## src/rtl/axis_pkg.sv

```systemverilog
// axis_pkg: shared helpers for the AXI4-Stream FIFO, packed word sizing and disabled-field defaults.
package axis_pkg;

    localparam logic DEF_LAST = 1'b1;
    localparam logic DEF_KEEP = 1'b1;
    localparam logic DEF_SIDE = 1'b0;

    function automatic int word_width(
        input int dw,
        input int ke,
        input int kw,
        input int le,
        input int ie,
        input int iw,
        input int de,
        input int dsw,
        input int ue,
        input int uw
    );
        return dw + (ke != 0 ? kw : 0) + (le != 0 ? 1 : 0) + (ie != 0 ? iw : 0)
            + (de != 0 ? dsw : 0) + (ue != 0 ? uw : 0);
    endfunction

endpackage

```

## src/rtl/axis_fifo_ram.sv

```systemverilog
// axis_fifo_ram: simple dual-port RAM, one write port and one synchronous read port, storage not reset.
module axis_fifo_ram #(
    parameter int WIDTH = 8,
    parameter int DEPTH = 16
) (
    input  logic                     clk,
    input  logic                     wr_en,
    input  logic [$clog2(DEPTH)-1:0] wr_addr,
    input  logic [WIDTH-1:0]         wr_data,
    input  logic                     rd_en,
    input  logic [$clog2(DEPTH)-1:0] rd_addr,
    output logic [WIDTH-1:0]         rd_data
);

    logic [WIDTH-1:0] mem [DEPTH];

    always_ff @(posedge clk) begin
        if (wr_en) mem[wr_addr] <= wr_data;
        if (rd_en) rd_data <= mem[rd_addr];
    end

endmodule

```

## src/rtl/axis_fifo.sv

```systemverilog
// axis_fifo: single-clock AXI4-Stream FIFO, DEPTH beats of RAM plus one registered output beat.
module axis_fifo
    import axis_pkg::*;
#(
    parameter int DATA_WIDTH  = 8,
    parameter int KEEP_ENABLE = (DATA_WIDTH > 8),
    parameter int KEEP_WIDTH  = (DATA_WIDTH + 7) / 8,
    parameter int LAST_ENABLE = 0,
    parameter int ID_ENABLE   = 0,
    parameter int ID_WIDTH    = 8,
    parameter int DEST_ENABLE = 0,
    parameter int DEST_WIDTH  = 8,
    parameter int USER_ENABLE = 0,
    parameter int USER_WIDTH  = 1,
    parameter int DEPTH       = 16
) (
    input  logic                       clk,
    input  logic                       rst,
    input  logic [DATA_WIDTH-1:0]      s_axis_tdata,
    input  logic                       s_axis_tvalid,
    output logic                       s_axis_tready,
    input  logic                       s_axis_tlast,
    input  logic [KEEP_WIDTH-1:0]      s_axis_tkeep,
    input  logic [USER_WIDTH-1:0]      s_axis_tuser,
    input  logic [ID_WIDTH-1:0]        s_axis_tid,
    input  logic [DEST_WIDTH-1:0]      s_axis_tdest,
    output logic [DATA_WIDTH-1:0]      m_axis_tdata,
    output logic                       m_axis_tvalid,
    input  logic                       m_axis_tready,
    output logic                       m_axis_tlast,
    output logic [KEEP_WIDTH-1:0]      m_axis_tkeep,
    output logic [USER_WIDTH-1:0]      m_axis_tuser,
    output logic [ID_WIDTH-1:0]        m_axis_tid,
    output logic [DEST_WIDTH-1:0]      m_axis_tdest,
    output logic [$clog2(DEPTH):0]     status_count,
    output logic                       status_full,
    output logic                       status_empty
);

    localparam int AW  = $clog2(DEPTH);
    localparam int CW  = AW + 1;
    localparam int UO  = 0;
    localparam int DSO = UO + (USER_ENABLE != 0 ? USER_WIDTH : 0);
    localparam int IO  = DSO + (DEST_ENABLE != 0 ? DEST_WIDTH : 0);
    localparam int LO  = IO + (ID_ENABLE != 0 ? ID_WIDTH : 0);
    localparam int KO  = LO + (LAST_ENABLE != 0 ? 1 : 0);
    localparam int TO  = KO + (KEEP_ENABLE != 0 ? KEEP_WIDTH : 0);
    localparam int W   = word_width(DATA_WIDTH, KEEP_ENABLE, KEEP_WIDTH, LAST_ENABLE, ID_ENABLE,
                                    ID_WIDTH, DEST_ENABLE, DEST_WIDTH, USER_ENABLE, USER_WIDTH);

    logic [W-1:0]          wr_word;
    logic [W-1:0]          rd_word;
    logic [DATA_WIDTH-1:0] r_data;
    logic [KEEP_WIDTH-1:0] r_keep;
    logic                  r_last;
    logic [ID_WIDTH-1:0]   r_id;
    logic [DEST_WIDTH-1:0] r_dest;
    logic [USER_WIDTH-1:0] r_user;
    logic [AW:0]           wr_ptr;
    logic [AW:0]           rd_ptr;
    logic [AW:0]           fetch_ptr;
    logic                  s1_valid;
    logic                  full;
    logic                  push;
    logic                  out_hs;
    logic                  move;
    logic                  issue;
    logic                  unused_side;

    assign unused_side = ^{s_axis_tkeep, s_axis_tlast, s_axis_tid, s_axis_tdest, s_axis_tuser};

    assign wr_word[TO +: DATA_WIDTH] = s_axis_tdata;
    assign r_data = rd_word[TO +: DATA_WIDTH];

    generate
        if (KEEP_ENABLE != 0) begin : g_keep
            assign wr_word[KO +: KEEP_WIDTH] = s_axis_tkeep;
            assign r_keep = rd_word[KO +: KEEP_WIDTH];
        end else begin : g_nokeep
            assign r_keep = {KEEP_WIDTH{DEF_KEEP}};
        end
        if (LAST_ENABLE != 0) begin : g_last
            assign wr_word[LO] = s_axis_tlast;
            assign r_last = rd_word[LO];
        end else begin : g_nolast
            assign r_last = DEF_LAST;
        end
        if (ID_ENABLE != 0) begin : g_id
            assign wr_word[IO +: ID_WIDTH] = s_axis_tid;
            assign r_id = rd_word[IO +: ID_WIDTH];
        end else begin : g_noid
            assign r_id = {ID_WIDTH{DEF_SIDE}};
        end
        if (DEST_ENABLE != 0) begin : g_dest
            assign wr_word[DSO +: DEST_WIDTH] = s_axis_tdest;
            assign r_dest = rd_word[DSO +: DEST_WIDTH];
        end else begin : g_nodest
            assign r_dest = {DEST_WIDTH{DEF_SIDE}};
        end
        if (USER_ENABLE != 0) begin : g_user
            assign wr_word[UO +: USER_WIDTH] = s_axis_tuser;
            assign r_user = rd_word[UO +: USER_WIDTH];
        end else begin : g_nouser
            assign r_user = {USER_WIDTH{DEF_SIDE}};
        end
    endgenerate

    // A beat sitting in the RAM read register still owns its RAM slot until it
    // moves to the output register, which caps total occupancy at DEPTH+1.
    always_comb begin
        full   = (wr_ptr == {~rd_ptr[AW], rd_ptr[AW-1:0]});
        push   = s_axis_tvalid && s_axis_tready;
        out_hs = m_axis_tvalid && m_axis_tready;
        move   = s1_valid && (!m_axis_tvalid || m_axis_tready);
        issue  = (fetch_ptr != wr_ptr) && (!s1_valid || move);
    end

    assign s_axis_tready = !full && !rst;
    assign status_full   = full;
    assign status_empty  = (status_count == '0);

    axis_fifo_ram #(
        .WIDTH(W),
        .DEPTH(DEPTH)
    ) u_ram (
        .clk    (clk),
        .wr_en  (push),
        .wr_addr(wr_ptr[AW-1:0]),
        .wr_data(wr_word),
        .rd_en  (issue),
        .rd_addr(fetch_ptr[AW-1:0]),
        .rd_data(rd_word)
    );

    always_ff @(posedge clk or posedge rst) begin
        if (rst) begin
            wr_ptr        <= '0;
            rd_ptr        <= '0;
            fetch_ptr     <= '0;
            s1_valid      <= 1'b0;
            status_count  <= '0;
            m_axis_tvalid <= 1'b0;
            m_axis_tdata  <= '0;
            m_axis_tlast  <= 1'b0;
            m_axis_tkeep  <= '0;
            m_axis_tid    <= '0;
            m_axis_tdest  <= '0;
            m_axis_tuser  <= '0;
        end else begin
            if (push) wr_ptr <= wr_ptr + CW'(1);
            if (issue) fetch_ptr <= fetch_ptr + CW'(1);
            s1_valid     <= issue || (s1_valid && !move);
            status_count <= status_count + CW'(push) - CW'(out_hs);
            if (move) begin
                rd_ptr        <= rd_ptr + CW'(1);
                m_axis_tvalid <= 1'b1;
                m_axis_tdata  <= r_data;
                m_axis_tlast  <= r_last;
                m_axis_tkeep  <= r_keep;
                m_axis_tid    <= r_id;
                m_axis_tdest  <= r_dest;
                m_axis_tuser  <= r_user;
            end else if (out_hs) begin
                m_axis_tvalid <= 1'b0;
            end
        end
    end

endmodule

```

## config.mk

```make
export PLATFORM = sky130hd
export DESIGN_NAME = axis_fifo
export DESIGN_NICKNAME = d
export VERILOG_FILES = /design/src/rtl/axis_pkg.sv /design/src/rtl/axis_fifo_ram.sv /design/src/rtl/axis_fifo.sv
export SDC_FILE = /design/constraint.sdc
export NUM_CORES = 1
export LEC_CHECK = 0
export BUFFER_PORTS_ARGS = -buffer_cell sky130_fd_sc_hd__buf_2
export CAP_MARGIN = 10
export CORE_UTILIZATION = 45
export CTS_CLUSTER_DIAMETER = 30
export CTS_CLUSTER_SIZE = 40
export DETAILED_ROUTE_END_ITERATION = 16
export MAX_ROUTING_LAYER = met4
export PLACE_DENSITY = 0.67
export SLEW_MARGIN = 10
export SYNTH_ARGS = -nofsm -noshare
export SYNTH_HDL_FRONTEND = slang
export SYNTH_SLANG_ARGS = --single-unit
```

## constraint.sdc

```tcl
create_clock -name clk -period 3.3 [get_ports clk]
set_clock_uncertainty 0.1 [all_clocks]
set_input_delay 0.66 -clock clk [delete_from_list [all_inputs] [get_ports clk]]
set_output_delay 0.66 -clock clk [all_outputs]
set_load 0.03 [all_outputs]
```

# After elaboration in Yosys (flattened, before gate mapping)
# Memory sizes are Yosys's and may differ from the RTL's. A register that Yosys moved wholly into a read port is not among the register bits.
# Index checks and enable logic that the tools add are counted.
# totals
mem_bits_rw	128
reg_bits	31
n_memories	1
# classes
n_eq_ne	2
muxes	4
n_bitwise	1
n_reduce_logical	16
add_sub_neg	5
# mem_list
memory	words	word_bits	read_ports	rd_ports_with_merged_regs	wr	line	text
u_ram.mem	16	8	1	1	1	axis_fifo_ram.sv:15	logic [WIDTH-1:0] mem [DEPTH];
# ops
cell	count
adder 5 x 1 -> 5 bit (second input constant)	3
logical AND 1 bit	6
adder 5 x 1 -> 5 bit	1
== test 5 bit	1
zero test 1 bit	5
zero test 5 bit	1
!= test 5 bit	1
subtractor 5 x 1 -> 5 bit	1
2-to-1 mux 1 bit	4
logical OR 1 bit	3
nonzero test 2 bit	1
inverter 1 bit	1

# Logic depth before layout (Yosys ltp)
# logic_depth
depth_word	7
ltp_mapped	14
ltp_nobuf	12

# Cells and area by module
# From an unflattened synthesis, not the netlist that was laid out.
# unflattened
hier_cells	399
area_unflattened_um2	6965.4
# by_module_without_submodules
module	cells_each	area_each_um2	instances
axis_fifo_ram	229	5227.5	1
axis_fifo	170	1737.9	1

# Least setup slack after synthesis
# Ideal clock, no wire load.
# synth_timing
path_kind	input -> register
start	input rst
end	register status_count[4]
arrival_time_ns	3.276
t_required_ns	3.077
setup_slack_ns	-0.199
cell_stages	13
setup_ns	0.123
path_cell_list	inv_1 -> nand2_1 -> a21oi_4 -> buf_6 -> inv_1 -> ha_1 -> inv_1 -> ha_1 -> fa_1 -> a21oi_1 -> nor2_1 -> nor2_1 -> xnor2_1
# synth_via
elab_chain_len	5
# synth_lines
item	line	text
from (decl)	axis_fifo.sv:18	input logic rst,
zero test 1 bit (no source line)	-	
logical AND 1 bit	axis_fifo.sv:118	assign s_axis_tready = !full && !rst;
logical AND 1 bit	axis_fifo.sv:112	push = s_axis_tvalid && s_axis_tready;
adder 5 x 1 -> 5 bit	axis_fifo.sv:153	status_count <= status_count + CW'(push) - CW'(out_hs);
subtractor 5 x 1 -> 5 bit	axis_fifo.sv:153	
to (signal assigned)	axis_fifo.sv:153	
to (decl)	axis_fifo.sv:35	output logic [$clog2(DEPTH):0] status_count,
# Every way passes these cells.
# A chain may end at the register's enable or synchronous reset.

# Worst setup path after layout
# layout_timing
start	register wr_ptr[1]
end	output s_axis_tready
# layout_via
elab_chain_len	3
# layout_lines
item	line	text
from (decl)	axis_fifo.sv:59	logic [AW:0] wr_ptr;
from (signal assigned)	axis_fifo.sv:150	if (push) wr_ptr <= wr_ptr + CW'(1);
== test 5 bit	axis_fifo.sv:111	full = (wr_ptr == {~rd_ptr[AW], rd_ptr[AW-1:0]});
zero test 1 bit	axis_fifo.sv:118	
logical AND 1 bit	axis_fifo.sv:118	
to (decl)	axis_fifo.sv:21	output logic s_axis_tready,
# Every way passes these cells.

==> metrics.yaml <==
wl_per_cell_um: 19.13
numCtsBuffers: 17
synth_compound_area_share_pct: 2.852
htree_num_levels: 4
netlist.top_cell.by_area: "edfxtp_1"
synth_adder_area_share_pct: 2.439
slew_violations: 0
critPathKind: "reg2out"
port_buffers: 30
rsz0062_at_grt: "false"
cts_tree: "yes"
clock.fmax_mhz: 381.9
slowest_stage: "dfrtp_1"
peakVddDrop_mv: 0.4089
final.min_clock_period_ps: 2619
grt_pass1_wl_um: 19200
dp_worst_setup_slack_ps: 584.4
synth_top_family_by_area: "multiplexers"
via_count: 3365
grt_pass1_vias: 3359
synth_xor_area_share_pct: 3.138
cts_max_path_buffers: 2
timing.final.ws_setup_ps: 681.4
async_reset_ff_share_pct: 18.56
grt_overflow: 0
tightestPinTransition_ps: 748.8
cts_setup_buffers: 0
postCtsHoldBufs: 0
required_ps: 2540
worst_path_largest_cell_delay_ps: 480
drv_cap: 0
layout_worst_path_cycle_share_pct: 79.35
setup_viol: 0
synth_edf_count: 136
fillers: 1220
hpwl_um: 7740
synth.most_common_cell: "edfxtp_1"
path_buf_inv: 1
grtUsageTotal_pct: 17.42
status: "finished clean"
synthMuxAreaShare_pct: 11.19
post-route-util_pct: 51.51
crit_family: "simple AND/OR/NAND/NOR gates"
area_delta_synth_final_pct: 11.82
drt_pass1_iterations: 4
first_iter_violations: 319
cts-root-buf: "clkbuf_16"
finalNetCount: 481
ys_warn_count: 0
cts_resized: 0
gp_congestion: 0.7504
synth_commonest_cells: "edfxtp_1, nand2_1, dfrtp_1, mux4_2, buf_4"
viasPerCell: 5.266
die_area_sq_mm: 0.01601
clk_latency_ps: 430
avgSynthCellArea_sq_um: 17.40
critPathCaptureType: "output pin"
yosysSeqAreaShare_pct: 69.66
grt_max_degree: 38
relSlewSlack_pct: 49.98
power.density_mw_per_mm2: 882.1
postSynthCellCount: 401
row_count: 45
clkSlewWorstSetupHoldPaths_ps: 70
ys_dominant_reg_cell: "edfxtp_1"
wirelength_um: 12230
antenna_found_initial: 1
ys_ff_latch: 167
drcViolationCount: 0
cp-start-kind: "flip-flop"
die_w_um: 126.5
die_h_um: 126.5
ioPinCount: 67
fin_tns_setup_ps: 0
synthSimpleGateAreaFrac_pct: 6.456
drive_gt1_share_pct: 21.11
worstPathArrival_ps: 1860
synth.distinct_cells: 41
synth.area.top_cells: "edfxtp_1, dfrtp_1, mux4_2"
cp_max_fo: 7
leakage_nw: 2.884
syn_area_sq_mm: 0.006977
synth.top_cell.area_share_pct: 58.54
start_util_pct: 46.06
hold_violations: 0
ant_nets: 0
hp-class: "in2async"
cts_sinks: 167
design.core.area_sq_mm: 0.01515
crit_chain: "xor2_1, nor3_4, and2_1, nor2_1, buf_2"
==> kinds of logic (layout without fill, tap and decap cells) <==
logic type	after synthesis	after routing
AOI/OAI and AO/OA	26	26
xor gates and xnor gates	25	25
adders and majority gates	13	13
buffers and inverters	46	79
DFF	167	167
muxes	34	34
other	1	18
and+or+nand+nor	89	89
==> layout by cell type, fill, tap and decap left out, types with 2 or more instances in the layout <==
master,count
a211oi_1,2
a21oi_1,3
a22oi_1,16
and2_1,5
and3_1,16
buf_2,30
buf_4,5
clkbuf_16,17
clkinv_1,2
clkinv_4,2
clkinvlp_4,3
conb_1,17
dfrtp_1,30
edfxtp_1,136
ha_1,12
inv_1,10
inv_6,5
inv_8,2
mux4_1,10
mux4_2,22
nand2_1,42
nand2b_1,3
nand3_1,2
nand4_1,5
nor2_1,6
nor2b_1,4
xnor2_1,14
xor2_1,11
==> registers in the layout, indices dropped and copies added (netlist names) <==
register,flops
m_axis_tvalid,1
m_axis_tkeep,1
fetch_ptr,5
u_ram.rd_data,8
wr_ptr,5
s1_valid,1
rd_ptr,5
status_count,5
u_ram.mem,128
m_axis_tdata,8
==> layout make-up <==
cell class	instances	area [sq um]	share of cell area (%)
multi-input combinational	204	1883	24.14
tap	188	235.2	3.015
inverter	11	45.04	0.5774
antenna	1	2.502	0.03208
clock inverter	15	141.4	1.812
timing repair buffer	36	207.7	2.662
clock buffer	17	425.4	5.453
sequential	167	4861	62.31
==> through the flow <==
stage	hold WS (ps)	instances	cell area (sq um)	power [mW]
final	252.3	639	7801	6.881
after global routing	284.7	639	7801	7.250
after CTS	255.2	638	7799	6.955
after detailed placement	333.1	606	7232	5.056
after global placement	323.8	606	7232	4.992
after floorplan	314.6	417	7041	4.558
==> path summary, 6_finish.rpt <==
| check | from | end | slack (ps) | cells past startpoint |
|---|---|---|---|---|
| setup reg to reg | wr_ptr[2] | status_count[4] | 710 | 12 |
| hold reg to reg | u_ram.rd_data[1] | m_axis_tdata[1] | 350 | 2 |
| setup / recovery | wr_ptr[1] | s_axis_tready | 680 | 5 |
| hold / removal | rst | status_count[0] | 250 | 3 |
| min in group clk | u_ram.rd_data[1] | m_axis_tdata[1] | 350 | 2 |
| max in group asynchronous | rst | fetch_ptr[1] | 2530 | 3 |
==> worst reg2reg max path, stage by stage (launching register included) <==
cell	delay (ps)
dfrtp_1	550
xor2_1	210
nor2_2	100
a21oi_4	150
inv_1	60
ha_1	270
inv_1	40
ha_1	200
fa_1	400
a21oi_1	160
nor2_1	50
nor2_1	110
xnor2_1	120
==> routing by layer <==
layer / vias up / part of all wire [%] / global-route usage, %
met5: - / 0 / -
met3: 18 / 4.7 / 4.892
met2: 87 / 49 / 25.71
li1: 1578 / - / -
met1: 1682 / 44 / 22.71
met4: 0 / 1.9 / 7.442
==> power by group <==
part,internal (mW),total (mW),switching (mW)
registers,2.65,2.93,0.280
clock network,1.05,1.89,0.835
logic,0.871,2.07,1.20
(Power assumes the default switching activity.)
